[src/rtl/matmul_pkg.sv]
// Shared definitions for the matrix-multiply sequencer: operand/product widths,
// FSM state encoding and the flat-bus element offset helper.
package matmul_pkg;

    localparam int ELEM_W = 4;
    localparam int PROD_W = 8;

    typedef enum logic [1:0] {
        IDLE = 2'd0,
        MAC  = 2'd1,
        DONE = 2'd2
    } state_t;

    // Bit offset of element (row, col) in a row-major flat bus of n x n elements.
    function automatic int elem_offset(input int row, input int col, input int n, input int width);
        return (row * n + col) * width;
    endfunction

endpackage

[src/rtl/matmul_sequencer_multiplier.sv]
// Shared 4x4-bit unsigned array multiplier (n1 * n2 -> op), built from
// AND-gate partial products summed by rows of ripple-carry adders.
module multiplier (
    input  logic [3:0] n1,
    input  logic [3:0] n2,
    output logic [7:0] op
);

    logic [3:0] pp0;
    logic [3:0] pp1;
    logic [3:0] pp2;
    logic [3:0] pp3;
    logic [4:0] s1;
    logic [4:0] s2;
    logic [4:0] s3;

    function automatic logic [4:0] ripple_add4(input logic [3:0] x, input logic [3:0] y);
        logic       c;
        logic [4:0] s;
        c = 1'b0;
        s = '0;
        for (int b = 0; b < 4; b++) begin
            s[b] = x[b] ^ y[b] ^ c;
            c    = (x[b] & y[b]) | (c & (x[b] ^ y[b]));
        end
        s[4] = c;
        return s;
    endfunction

    assign pp0 = n1 & {4{n2[0]}};
    assign pp1 = n1 & {4{n2[1]}};
    assign pp2 = n1 & {4{n2[2]}};
    assign pp3 = n1 & {4{n2[3]}};

    // Each row retires its LSB as a product bit and passes the upper bits on.
    assign s1 = ripple_add4({1'b0, pp0[3:1]}, pp1);
    assign s2 = ripple_add4(s1[4:1], pp2);
    assign s3 = ripple_add4(s2[4:1], pp3);

    assign op = {s3, s2[0], s1[0], pp0[0]};

endmodule

[src/rtl/matmul_sequencer.sv]
// Sequences one shared 4x4 multiplier to compute C = A x B, one MAC per clock.
// Optional MATMUL_PERF_CNT_EN adds a 16-bit completed-operation counter.
module matmul_sequencer
    import matmul_pkg::*;
#(
    parameter int N     = 2,
    parameter int ACC_W = 8 + $clog2(N)
) (
    input  logic                     clk,
    input  logic                     rst,
    input  logic                     start,
    input  logic [N*N*ELEM_W-1:0]    a_flat,
    input  logic [N*N*ELEM_W-1:0]    b_flat,
    output logic                     busy,
    output logic                     done,
    output logic [N*N*ACC_W-1:0]     c_flat
`ifdef MATMUL_PERF_CNT_EN
    ,
    output logic [15:0]              perf_cnt
`endif
);

    localparam int IDX_W = (N > 1) ? $clog2(N) : 1;
    localparam logic [IDX_W-1:0] LAST_IDX = IDX_W'(N - 1);

    state_t                    state;
    state_t                    state_next;
    logic [N*N*ELEM_W-1:0]     a_q;
    logic [N*N*ELEM_W-1:0]     b_q;
    logic [N*N*ACC_W-1:0]      c_q;
    logic [ACC_W-1:0]          acc_q;
    logic [ACC_W-1:0]          acc_next;
    logic [ACC_W-1:0]          prod_ext;
    logic [IDX_W-1:0]          i_q;
    logic [IDX_W-1:0]          j_q;
    logic [IDX_W-1:0]          k_q;
    logic [ELEM_W-1:0]         mul_n1;
    logic [ELEM_W-1:0]         mul_n2;
    logic [PROD_W-1:0]         prod;
    logic                      last_mac;

    multiplier u_mul (
        .n1 (mul_n1),
        .n2 (mul_n2),
        .op (prod)
    );

    // Operand selection from the captured copies, so host bus changes mid-run are invisible.
    always_comb begin
        mul_n1   = a_q[elem_offset(int'(i_q), int'(k_q), N, ELEM_W) +: ELEM_W];
        mul_n2   = b_q[elem_offset(int'(k_q), int'(j_q), N, ELEM_W) +: ELEM_W];
        prod_ext = {{(ACC_W - PROD_W){1'b0}}, prod};
        acc_next = (k_q == '0) ? prod_ext : acc_q + prod_ext;
        last_mac = (i_q == LAST_IDX) && (j_q == LAST_IDX) && (k_q == LAST_IDX);
    end

    always_ff @(posedge clk) begin
        if (rst) begin
            state <= IDLE;
        end else begin
            state <= state_next;
        end
    end

    always_comb begin
        state_next = state;
        case (state)
            IDLE:    if (start) state_next = MAC;
            MAC:     if (last_mac) state_next = DONE;
            DONE:    state_next = IDLE;
            default: state_next = IDLE;
        endcase
    end

    // Index walk is k innermost, then j, then i; C[i][j] lands on the final k of each dot product.
    always_ff @(posedge clk) begin
        if (rst) begin
            a_q   <= '0;
            b_q   <= '0;
            c_q   <= '0;
            acc_q <= '0;
            i_q   <= '0;
            j_q   <= '0;
            k_q   <= '0;
        end else begin
            case (state)
                IDLE: begin
                    if (start) begin
                        a_q   <= a_flat;
                        b_q   <= b_flat;
                        c_q   <= '0;
                        acc_q <= '0;
                        i_q   <= '0;
                        j_q   <= '0;
                        k_q   <= '0;
                    end
                end
                MAC: begin
                    acc_q <= acc_next;
                    if (k_q == LAST_IDX) begin
                        c_q[elem_offset(int'(i_q), int'(j_q), N, ACC_W) +: ACC_W] <= acc_next;
                        k_q <= '0;
                        if (j_q == LAST_IDX) begin
                            j_q <= '0;
                            i_q <= (i_q == LAST_IDX) ? '0 : i_q + 1'b1;
                        end else begin
                            j_q <= j_q + 1'b1;
                        end
                    end else begin
                        k_q <= k_q + 1'b1;
                    end
                end
                default: begin
                end
            endcase
        end
    end

    assign busy   = (state == MAC);
    assign done   = (state == DONE);
    assign c_flat = c_q;

`ifdef MATMUL_PERF_CNT_EN
    logic [15:0] perf_cnt_q;

    // Counts as the done pulse is launched; the 16-bit add wraps naturally.
    always_ff @(posedge clk) begin
        if (rst) begin
            perf_cnt_q <= '0;
        end else if (state == MAC && last_mac) begin
            perf_cnt_q <= perf_cnt_q + 16'd1;
        end
    end

    assign perf_cnt = perf_cnt_q;
`endif

endmodule
[config.mk]
export PLATFORM = sky130hd
export DESIGN_NAME = matmul_sequencer
export DESIGN_NICKNAME = d
export VERILOG_FILES = /design/src/rtl/matmul_pkg.sv /design/src/rtl/matmul_sequencer_multiplier.sv /design/src/rtl/matmul_sequencer.sv
export SDC_FILE = /design/constraint.sdc
export NUM_CORES = 1
export LEC_CHECK = 0
export CORE_MARGIN = 5
export CORE_UTILIZATION = 32
export CTS_BUF_LIST = sky130_fd_sc_hd__clkbuf_4
export CTS_CLUSTER_DIAMETER = 40
export DETAILED_ROUTE_END_ITERATION = 10
export PLACE_DENSITY_LB_ADDON = 0.1
export SETUP_SLACK_MARGIN = 0.1
export SLEW_MARGIN = 40
export SYNTH_ARGS = -nofsm -noshare
export SYNTH_HDL_FRONTEND = slang
export SYNTH_SLANG_ARGS = --single-unit
export TNS_END_PERCENT = 50
[constraint.sdc]
create_clock -name clk -period 6.65 [get_ports clk]
set_input_delay 0.665 -clock clk [delete_from_list [all_inputs] [get_ports clk]]
set_output_delay 0.665 -clock clk [all_outputs]
set_load 0.005 [all_outputs]
# Word-level counts from Yosys, hierarchy flattened

Cells that the tools add are included.

Add/sub/neg operators: 8
Multiplexer cells: 20
Multiply operators: 1
Shift-type cells: 4
Reductions and logical operators: 9
Bitwise gates (word level): 52
Equal/unequal tests: 6

Operator list:

| operator                                              | number |
|---|---|
| two-way mux 36 bit                                    | 2 |
| case mux 36 bit (2 select lines)                      | 1 |
| bitwise mux 36 bit                                    | 1 |
| variable shift 9 x 33 -> 36 bit, first input constant | 1 |
| variable part select 9 x 33 -> 36 bit                 | 1 |
| negation 7 -> 33 bit                                  | 1 |
| variable part select 16 x 6 -> 4 bit                  | 2 |
| AND 1 bit                                             | 20 |
| bitwise XOR 1 bit                                     | 20 |
| two-way mux 9 bit                                     | 2 |
| case mux 9 bit (2 select lines)                       | 1 |
| AND 4 bit                                             | 4 |
| adder 2 x 1 -> 3 bit                                  | 3 |
| adder 9 x 8 -> 9 bit                                  | 1 |
| bitwise OR 1 bit                                      | 8 |
| multiplier 3 x 4 -> 7 bit, second input constant      | 1 |
| two-way mux 1 bit                                     | 7 |
| != test 2 x 1 -> 1 bit, second input constant         | 3 |
| case mux 1 bit (2 select lines)                       | 3 |
| AND reduction 2 bit                                   | 3 |
| two-way mux 2 bit                                     | 2 |
| case mux 2 bit (2 select lines)                       | 1 |
| AND reduction 4 bit                                   | 1 |
| adder 1 bit, second input constant                    | 3 |
| other kinds (7)                                       | 8 |

Logic and storage cells: 108
Bits of input ports: 35
Flip-flop bits (word level): 82

# Longest topological paths before layout

Depth in word-level cells: 24
Mapped depth: 27
Gate-level depth less buffers: 24

# Hierarchy

From an unflattened synthesis, not the netlist that was laid out.

Cells, all modules: 471
Area, all modules: 4164.0 um^2

Modules (own cells, without submodules):

| module           | times used | sequential area each (um^2) | cells an instance | area an instance (um^2) |
|---|---|---|---|---|
| matmul_sequencer | 1          | 1641.6                      | 431               | 3826.2 |
| multiplier       | 1          | 0.0                         | 40                | 337.8 |

# Worst setup path after synthesis

Ideal clock, no wire load.

Kind: register to register
From: reg k_q
To: reg c_q[34], in the netlist c_flat[34]
Buffers on the path: 2
Cell stages (with the launch flop): 24
Setup slack: 0.862 ns
Arrival time: 5.671 ns
Setup time: 0.117 ns
Cells stage by stage: dfxtp_1 > buf_2 > buf_2 > mux4_2 > and2_2 > ha_1 > inv_1 > fa_1 > inv_1 > fa_1 > inv_1 > fa_1 > inv_1 > fa_1 > fa_1 > fa_1 > inv_1 > fa_1 > inv_1 > ha_1 > a21oi_1 > o21ai_0 > or3_4 > a32o_1

Cells in the longest elaborated chain, start to end: 24
Elaborated cells on any way between the ends: 64

Ends and longest elaborated chain:

| element                                                        | line                                                                 | text |
|---|---|---|
| from (decl)                                                    | matmul_sequencer.sv:36                                               | `logic [IDX_W-1:0] k_q;` |
| from (signal assigned)                                         | matmul_sequencer.sv:110                                              | `k_q <= k_q + 1'b1;` |
| adder 2 x 1 -> 3 bit                                           | matmul_pkg.sv:16                                                     | `return (row * n + col) * width;` |
| variable part select 16 x 6 -> 4 bit, on equally long branches | matmul_sequencer.sv:50, matmul_sequencer.sv:51                       |  |
| AND 4 bit, on equally long branches                            | matmul_sequencer_multiplier.sv:30, matmul_sequencer_multiplier.sv:31 |  |
| AND 1 bit or bitwise XOR 1 bit (tied branches)                 | matmul_sequencer_multiplier.sv:24, matmul_sequencer_multiplier.sv:23 |  |
| AND 1 bit                                                      | matmul_sequencer_multiplier.sv:24                                    | `c = (x[b] & y[b]) \| (c & (x[b] ^ y[b]));` |
| bitwise OR 1 bit                                               | matmul_sequencer_multiplier.sv:24                                    |  |
| AND 1 bit or bitwise XOR 1 bit (tied branches)                 | matmul_sequencer_multiplier.sv:24, matmul_sequencer_multiplier.sv:23 |  |
| bitwise OR 1 bit or bitwise XOR 1 bit (tied branches)          | matmul_sequencer_multiplier.sv:24, matmul_sequencer_multiplier.sv:23 |  |
| (+8 left out)                                                  | --                                                                   |  |
| AND 1 bit                                                      | matmul_sequencer_multiplier.sv:24                                    |  |
| bitwise OR 1 bit                                               | matmul_sequencer_multiplier.sv:24                                    |  |
| adder 9 x 8 -> 9 bit                                           | matmul_sequencer.sv:53                                               | `acc_next = (k_q == '0) ? prod_ext : acc_q + prod_ext;` |
| two-way mux 9 bit                                              | matmul_sequencer.sv:53                                               |  |
| variable part select 9 x 33 -> 36 bit                          | matmul_sequencer.sv:101                                              | `c_q[elem_offset(int'(i_q), int'(j_q), N, ACC_W) +: ACC_W] <= acc_next;` |
| bitwise mux 36 bit                                             | matmul_sequencer.sv:101                                              |  |
| two-way mux 36 bit                                             | matmul_sequencer.sv:100                                              | `if (k_q == LAST_IDX) begin` |
| case mux 36 bit (2 select lines)                               | matmul_sequencer.sv:86                                               | `case (state)` |
| to (signal, indexed assignment)                                | matmul_sequencer.sv:101                                              |  |
| to (decl)                                                      | matmul_sequencer.sv:30                                               | `logic [N*N*ACC_W-1:0] c_q;` |

Parallel ways exist; a longest one is shown, timed or not. The select of a mux whose other input is x is not followed.
A chain may end at the register's enable or synchronous reset.

# Worst setup path in the final report

From: reg k_q
To: reg c_q[26], in the netlist c_flat[26]

Same word-level chain as after synthesis.

==> out/qor.txt <==
RUN STATUS
----------------------------------------------------------------------------------------
Outcome                                                                     complete, no violations

ROUTE
----------------------------------------------------------------------------------------
Number of detailed-routing iterations run before antenna repair                        4
Antenna viol nets, final                                                               0
Number of remaining DRC errors                                                         0
DR WL/cell                                                                       15.5 um
Final Routed Wirelength                                                         11000 um
Detailed-route via count                                                            3509
Routed via count divided by cell count                                              4.96
Iter 0 DRT Violations                                                                273

CLOCK NETWORK
----------------------------------------------------------------------------------------
Sink Count                                                                            82
Inserted Clock Buffers                                                                 9
Setup repair bufs after CTS                                                            0
Clock Tree Buf Depth                                                                   2
Buffer cell driving the clock tree root                                         clkbuf_4
Clock transition at the registers of the reported paths                           140 ps
Cts repair resizes                                                                     0
Deepest level of the CTS H-tree                                                        3
Count of hold-fix buffers inserted at cts                                              0
CTS tree                                                                           built
Latest clock arrival within the worst-skew pair                                   450 ps

CELLS AND AREA
----------------------------------------------------------------------------------------
Count of nets after finishing                                                        591
Layout cells sized above 1                                                        0.0991
Synthesis-to-layout area growth                                                    24.1%
Area of the multi-input gates                                                  2320 um^2
FILL cells                                                                          1271
Area occupied by registers                                                     1640 um^2
Antenna cells                                                                          0

STA
----------------------------------------------------------------------------------------
Sum of negative setup slack                                                         0 ps
Final Hold Viols                                                                       0
Final worst path period need                                                     6130 ps
Final count of negative-setup-slack endpoints                                          0
Relative slew slack                                                                0.458
Worst Clk Skew                                                                   15.6 ps
Worst slew pin tran                                                               805 ps
Portion of the clock cycle consumed by the worst path in the final layout          0.922
Pins Over Slew Limit                                                                   0
Fmax                                                                           0.163 GHz
Worst Hold Margin                                                                 462 ps
Unrepaired setup endpoints after global routing                                    false

SETUP PATH
----------------------------------------------------------------------------------------
Number of cells on the critical path                                                  22
Crit-path cells                                                             mux4_2, and2_2, ha_1, inv_1, fa_1, inv_1, fa_1, inv_1, fa_1, inv_1, fa_1, fa_1, fa_1, inv_1, fa_1, inv_1, ha_1, nand2_1, o21ai_0, a31oi_1, xor2_1, o21ai_0
Total buffers and inverters traversed by the critical path                             6
R2R cell count                                                                        22
Crit path launch type                                                           register
Setup crit end kind                                                             register
Crit-path leading delay family                                               adder cells
Critical Setup Path Class                                                   register to register
Critical path's largest stage delay                                               650 ps
Critical path arrival                                                            6450 ps
Library cell appearing most often on the critical path                              fa_1
Required @ worst endpoint                                                        6970 ps
Cell at the slowest stage of the critical path                                   dfxtp_1
Biggest fanout along the worst timing path                                             9

PWR
----------------------------------------------------------------------------------------
Leakage power of the design                                                      1.92 nW
Total power divided by cell area                                             182 nW/um^2
Maximum resistive drop on vdd                                                  0.0961 mV

PLACED DESIGN
----------------------------------------------------------------------------------------
Buffers on Ports                                                                      72
Sum of net half-perimeters after detailed placement                              7940 um
Placer Congestion                                                                  0.746

SYNTH
----------------------------------------------------------------------------------------
FFs w/ async S/R, synth                                                                0
Synth Flop Type                                                                  dfxtp_1
Register area share after synthesis                                                0.394
Yosys warns                                                                            0
Cell type contributing the most total cell area after synthesis                  dfxtp_1
Number of enable-type register cells in the synthesized netlist                        0
Share of the synthesized area in the top cell type                                 0.394
Avg Cell Area, Syn                                                             8.90 um^2
#FFs+latches synth                                                                    82
Synth area leaders                                                          dfxtp_1 (39%), nand2_1 (8.0%), a21oi_1 (6.0%)
Number of library cell types mapped by synthesis                                      62
Syn Nets                                                                             529
Post-Synthesis Cell Area                                                       4170 um^2
Number of standard cells after synthesis                                             468

GRT
----------------------------------------------------------------------------------------
Number of antenna violations at the first check in global routing                      0
Total gr overflow                                                                      0
First-pass GRT wire length                                                      17900 um
Via count of the first global-routing pass                                          3411
Maximum number of pins on one net before global-route repair                          71
Overall global routing resource usage                                              0.150

FLOW RUN
----------------------------------------------------------------------------------------
Count of maximum capacitance violations                                                0

WORST HOLD PATH
----------------------------------------------------------------------------------------
Worst hold path stage count                                                            2
Class of the most critical hold timing path                                 register to register

DIE
----------------------------------------------------------------------------------------
Total I/O pin count                                                                   73
Horizontal die dimension                                                          124 um
DIE AREA                                                                      15400 um^2
Starting density of the core                                                       0.329
Overall die height                                                                124 um
Number of standard-cell rows in the floorplan                                         41
Core footprint                                                                12700 um^2

synthesized netlist by cell type (all sizes together), types with 4 or more instances:
master / number
buf: 8
a31o: 4
a21oi: 50
inv: 24
clkbuf: 19
a31oi: 7
o21ai: 10
a22o: 8
nand2: 89
a22oi: 20
fa: 9
dfxtp: 82
nor2: 34
and2: 18
mux4: 8
nor2b: 4
ha: 17
nand3: 10
final cells by class:
| type | count | share of cell area |
|---|---|---|
| inverters | 24 | 0.0174 |
| clock buffers | 11 | 0.0160 |
| multi-input cells | 335 | 0.450 |
| flip-flops and latches | 82 | 0.318 |
| well taps | 172 | 0.0416 |
| repair buffers | 78 | 0.147 |
| clock inverters | 5 | 0.0106 |
path summary, 6_finish.rpt:
path	from	slack, ps	to
setup / recovery	k_q	520	c_flat[26]
hold / removal	b_q[2]	460	b_q[2]
setup reg to reg	k_q	520	c_flat[26]
hold reg to reg	b_q[2]	460	b_q[2]
worst reg2reg max path, delay by kind of cell (launching register included):
kind | cells | cell delay (ps)
flip-flops | 1 | 650
adder cells (fa/ha/maj) | 9 | 3190
AO/OA/AOI/OAI | 3 | 530
AND/OR/NAND/NOR | 2 | 310
buffers and inverters | 6 | 410
XOR/XNOR | 1 | 300
multiplexers | 1 | 620
where the power goes:
| group | internal, W | switching (W) | total [W] |
|---|---|---|---|
| Clock | 0.000122 | 0.000175 | 0.000297 |
| Combinational | 0.0000522 | 0.0000746 | 0.000127 |
| Sequential | 0.000505 | 0.00000998 | 0.000515 |
flip-flops by register name (all words and copies together), names as in the netlist:
register and cells:
c_flat 36, a_q 16, b_q 16, acc_q 9, state 2, i_q 1, j_q 1, k_q 1
logic make-up (layout without fill, tap and decap cells):
group / after synthesis / after routing / synth area share
and+or+nand+nor: 181 / 181 / 0.211
AOI/OAI and AO/OA: 114 / 114 / 0.189
DFF: 82 / 82 / 0.394
buffers and inverters: 51 / 118 / 0.0514
adders and majority gates: 26 / 26 / 0.0943
muxes: 11 / 11 / 0.0547
xor gates and xnor gates: 3 / 3 / 0.00631
through the flow:
step                      setup WS [ps]  total power [W]  utilization  cell area (um^2)  cells
final                               522         0.000938        0.408              5170    707
after global routing                144         0.000991        0.408              5170    707
after CTS                           485         0.000956        0.408              5170    707
after detailed placement            558         0.000654        0.397              5030    691
after global placement              696         0.000653        0.397              5020    691
after floorplan                     862         0.000603            -              4170    468
placed cells by master (no fill, tap or decap), drive strengths merged, types with 3 or more instances in the layout:
| cell type | Yosys | routed |
|---|---|---|
| a21oi | 50 | 50 |
| a22o | 8 | 8 |
| a22oi | 20 | 20 |
| a31o | 4 | 4 |
| a31oi | 7 | 7 |
| a32o | 3 | 3 |
| and2 | 18 | 18 |
| and3 | 3 | 3 |
| buf | 8 | 7 |
| clkbuf | 19 | 11 |
| clkdlybuf4s50 | 0 | 71 |
| clkinv | 0 | 3 |
| dfxtp | 82 | 82 |
| fa | 9 | 9 |
| ha | 17 | 17 |
| inv | 24 | 24 |
| mux4 | 8 | 8 |
| nand2 | 89 | 89 |
| nand2b | 3 | 3 |
| nand3 | 10 | 10 |
| nor2 | 34 | 34 |
| nor2b | 4 | 4 |
| o21ai | 10 | 10 |
| or3 | 3 | 3 |
layer usage:
layer / track usage / routed length [um] / vias up / part of all wire
met5: 0 / 0 / - / 0
met3: 0.0377 / 457 / 9 / 0.042
met2: 0.217 / 4900 / 74 / 0.45
li1: - / - / 1758 / -
met4: 0.0431 / 141 / 0 / 0.013
met1: 0.219 / 5470 / 1668 / 0.50
(Power assumes the default switching activity.)
